===== src/rtl/demux32_8_reg.sv =====
// Registered 1-to-8 distributor: a producer delivers a word into one of eight
// holding slots under valid/ready; each slot is drained independently by its ack.
module demux32_8_reg #(
    parameter int WIDTH = 32
) (
    input  logic                 clock,
    input  logic                 reset_n,
    input  logic                 in_valid,
    output logic                 in_ready,
    input  logic [2:0]           select,
    input  logic [WIDTH-1:0]     in_data,
    output logic [8*WIDTH-1:0]   out_data,
    output logic [7:0]           out_valid,
    input  logic [7:0]           out_ack,
    output logic [3:0]           occupancy,
    output logic                 drop_err
);

    logic [7:0] valid_q, valid_d;
    logic [3:0] occ_q, occ_d;
    logic       drop_q, drop_d;
    logic       accept;
    logic [7:0] sel_onehot;
    logic [7:0] drains;
    logic [3:0] n_drain;

    // Ready depends only on registered slot state, never on out_ack.
    assign in_ready = ~valid_q[select];

    always_comb begin
        accept     = in_valid & in_ready;
        sel_onehot = 8'b0000_0001 << select;
        drains     = out_ack & valid_q;
        n_drain    = 4'd0;
        for (int i = 0; i < 8; i++) begin
            n_drain = n_drain + {3'b000, drains[i]};
        end
        valid_d = (valid_q & ~drains) | (accept ? sel_onehot : 8'h00);
        occ_d   = occ_q + {3'b000, accept} - n_drain;
        drop_d  = drop_q | (in_valid & ~in_ready);
    end

    always_ff @(posedge clock or negedge reset_n) begin
        if (!reset_n) begin
            valid_q <= 8'h00;
            occ_q   <= 4'd0;
            drop_q  <= 1'b0;
        end else begin
            valid_q <= valid_d;
            occ_q   <= occ_d;
            drop_q  <= drop_d;
        end
    end

    genvar gi;
    generate
        for (gi = 0; gi < 8; gi++) begin : g_slot
            logic [WIDTH-1:0] slot_q, slot_d;

            // Data is retained across drains; only an accept overwrites it.
            always_comb begin
                slot_d = slot_q;
                if (accept && (select == 3'(gi))) begin
                    slot_d = in_data;
                end
            end

            always_ff @(posedge clock or negedge reset_n) begin
                if (!reset_n) begin
                    slot_q <= '0;
                end else begin
                    slot_q <= slot_d;
                end
            end

            assign out_data[gi*WIDTH +: WIDTH] = slot_q;
        end
    endgenerate

    assign out_valid = valid_q;
    assign occupancy = occ_q;
    assign drop_err  = drop_q;

endmodule


===== config.mk =====
export PLATFORM = sky130hd
export DESIGN_NAME = demux32_8_reg
export DESIGN_NICKNAME = d
export VERILOG_FILES = /design/src/rtl/demux32_8_reg.sv
export SDC_FILE = /design/constraint.sdc
export NUM_CORES = 1
export LEC_CHECK = 0
export CAP_MARGIN = 20
export CORE_ASPECT_RATIO = 1.1
export CORE_UTILIZATION = 46
export CTS_BUF_LIST = sky130_fd_sc_hd__clkbuf_4 sky130_fd_sc_hd__clkbuf_8
export DETAILED_ROUTE_END_ITERATION = 10
export PLACE_DENSITY = 0.75
export SYNTH_ARGS = -nofsm -noshare
export SYNTH_HDL_FRONTEND = slang
export SYNTH_SLANG_ARGS = --single-unit

===== constraint.sdc =====
create_clock -name clock -period 7.8 [get_ports clock]
set_input_delay 1.56 -clock clock [delete_from_list [all_inputs] [get_ports clock]]
set_output_delay 1.56 -clock clock [all_outputs]
set_load 0.01 [all_outputs]

==> flow_summary.toml <==
[synthesis]
syn_area_mm2 = 0.0105
yosysWarnings = 0
synth_cell_types = 30
yosysSeqAreaShare_pct = 64.1
synth-async-reset-ratio_pct = 100
synth_area_leaders = "dfrtp_1 64%, mux2_2 24%, mux2_4 4.1%"
synth_nets = 682
ys.flop_type = "dfrtp_1"
synth_most_common_cell = "dfrtp_1"
synth_area_per_cell_um2 = 16.9
synth_top_area_share_pct = 64.1
yosysTopAreaCell = "dfrtp_1"
synth-seq-cells = 269
netlist_instances = 623
synthTopCellsByCount = "269 x dfrtp_1, 227 x mux2_2, 29 x mux2_4"
synth_edf_count = 0

[global_routing]
grt_start_max_net_pins = 120
grt_antenna_before_repair = 0
met1_usage_pct = 30.3
grt_util_met2_pct = 37.6
grt_usage_pct = 23.8
busiest_layer = "met2"
grt_first_pass_wirelength_mm = 42.6
grt_pass1_vias = 7100
use_met3_pct = 8.52
grt-ovfl-total = 0

[routing]
drt-initial-drc-count = 202
drtAntennaViolNets = 0
drt-wirelength-per-cell_um = 21.1
drc_errors = 0
via_per_inst = 5.06
dr.pass1.iters = 3
via_count = 6506
wl_mm = 27.1

[clock_network]
cts_tree = "built"
clock_latency_ns = 0.54
cts.sinks = 269
cts_made_buffers = 43
clk_pin_slew_worst_paths_ns = 0.06
cts_root_buffer = "clkbuf_8"
cts_buffer_depth = 3
cts_max_level = 2
cts_resized = 0
cts_setup_buffers = 0
hold_buffers = 0

[sta]
worst_slack_ns = 2.73
relSlewSlack_pct = 31.3
hold_violations = 0
grt_setup_unrepaired = "no"
setup_viol = 0
clock_skew_ns = 0.0138
slew_viol_final = 0
tightest_slew_ns = 1.03
fmax_mhz = 197
setup_tns_ns = 0
min_period_ns = 5.07
fin_crit_sh_pct = 65.0

[die]
core_mm2 = 0.0223
dieArea_mm2 = 0.0234
io_pins = 316
dieWidth_um = 146
dieHeight_um = 160
fp-row-count = 57
start_util_pct = 47.2

[place]
dp_hpwl_mm = 18.0
routabilityCongestion = 0.783
numPortBuffers = 315
dpl_worst_slack_ns = 2.73

[worst_setup_path]
critPathRequiredTime_ns = 6.24
critPathSlowestCell = "clkdlybuf4s50_1"
max_stage_delay_ns = 0.79
r2r_slack_ns = 4.33
critPathLaunchType = "primary input"
rr_worst_depth = 11
end_kind = "primary output"
crit_chain = "clkdlybuf4s50_1 > mux2i_1 > mux4_2 > clkdlybuf4s50_1"
path_max_fanout = 10
path_class = "in -> out"
cp.arrival_ns = 3.51
crit_top_cell = "clkdlybuf4s50_1"

[min_path]
hp-class = "reg -> reg"
holdPathStages = 1

[finish]
n_antenna_cell = 0
final_net_count = 1023
drive_gt1_share_pct = 35.2
syn2layout_area_growth_pct = 41.2

[power]
p_leak_nw = 6.49
peakVddDrop_v = 0.000192
powerDensity_mw_per_mm2 = 304

[run_status]
status = "completed"

[flow_run]
max_cap_violations = 0
## registers in the layout, indices dropped and copies added, names as in the netlist
signal         count
occupancy          4
out_valid          8
g_slot.slot_q    256
drop_err           1
## worst max-delay path: cells and delay by family
family | cells | cell delay, ns
buffers and inverters | 2 | 1.29
multiplexers | 2 | 0.66
## cell type report
class	instances	area (um^2)
Fill cell	1618	7420
Sequential cell	269	6730
Multi-Input combinational cell	307	3560
Timing Repair Buffer	325	3260
Clock buffer	67	816
Tap cell	295	369
Inverter	18	67.6
Clock inverter	4	26.3
## metrics by stage
step	cells	hold slack [ns]	power, W	instance area (um^2)	utilization (%)
after floorplan	623	0.513	0.00246	10500	-
after global placement	1212	0.474	0.00332	13900	62.7
after detailed placement	1212	0.482	0.00335	13900	62.7
after CTS	1283	0.498	0.00456	14800	66.5
after global routing	1285	0.513	0.00473	14800	66.7
final	1285	0.490	0.00450	14800	66.7
## per-layer routing
layer,up-vias,routed length (um)
met5,-,0
met4,0,688
met3,46,2300
met2,258,12700
met1,3336,11500
li1,2866,-
## report_power, final
part | switching (W) | internal (W)
clock network | 0.000522 | 0.000660
logic | 0.000540 | 0.000871
registers | 0.000179 | 0.00173
total | 0.00124 | 0.00326
## worst paths after layout
check,startpoint,endpoint
worst max-delay path,select[1],in_ready
worst min-delay path,drop_err$_DFF_PN0_,drop_err$_DFF_PN0_
worst max register to register,out_valid[7]$_DFF_PN0_,occupancy[3]$_DFF_PN0_
worst min register to register,drop_err$_DFF_PN0_,drop_err$_DFF_PN0_
max in group asynchronous,reset_n,g_slot[6].slot_q[29]$_DFFE_PN0P_
min in group asynchronous,reset_n,g_slot[3].slot_q[13]$_DFFE_PN0P_
## cell families after synthesis
| kind of cell | Yosys count | synth area share (%) |
|---|---|---|
| multiplexers | 261 | 29.1 |
| flip-flops | 269 | 64.1 |
| buffers and inverters | 47 | 2.48 |
| adder cells (fa/ha/maj) | 13 | 1.98 |
| AND/OR/NAND/NOR | 21 | 1.52 |
| AO/OA/AOI/OAI | 9 | 0.596 |
| XOR/XNOR | 3 | 0.250 |
## layout by cell type, fill, tap and decap left out
cell type          n
buf_8              2
or3_2              1
clkbuf_8          50
ha_1               7
buf_4              8
and2_1             4
mux4_2             1
a21o_1             6
inv_1             18
nor3b_4            1
clkdlybuf4s50_1  314
clkbuf_4          17
clkinvlp_4         1
nor4_4             2
fa_1               6
clkinv_2           2
buf_16             1
nand3_1            1
mux2i_1            4
inv_6              1
nand2_1            6
o21bai_1           1
mux2_2           227
nor4bb_4           1
xnor2_1            2
nand2b_1           1
mux2_4            29
nor3_4             2
dfrtp_1          269
nand2b_4           1
xor2_1             1
o21ai_0            2
or4b_4             1
Power figures use the tool's default switching activity.
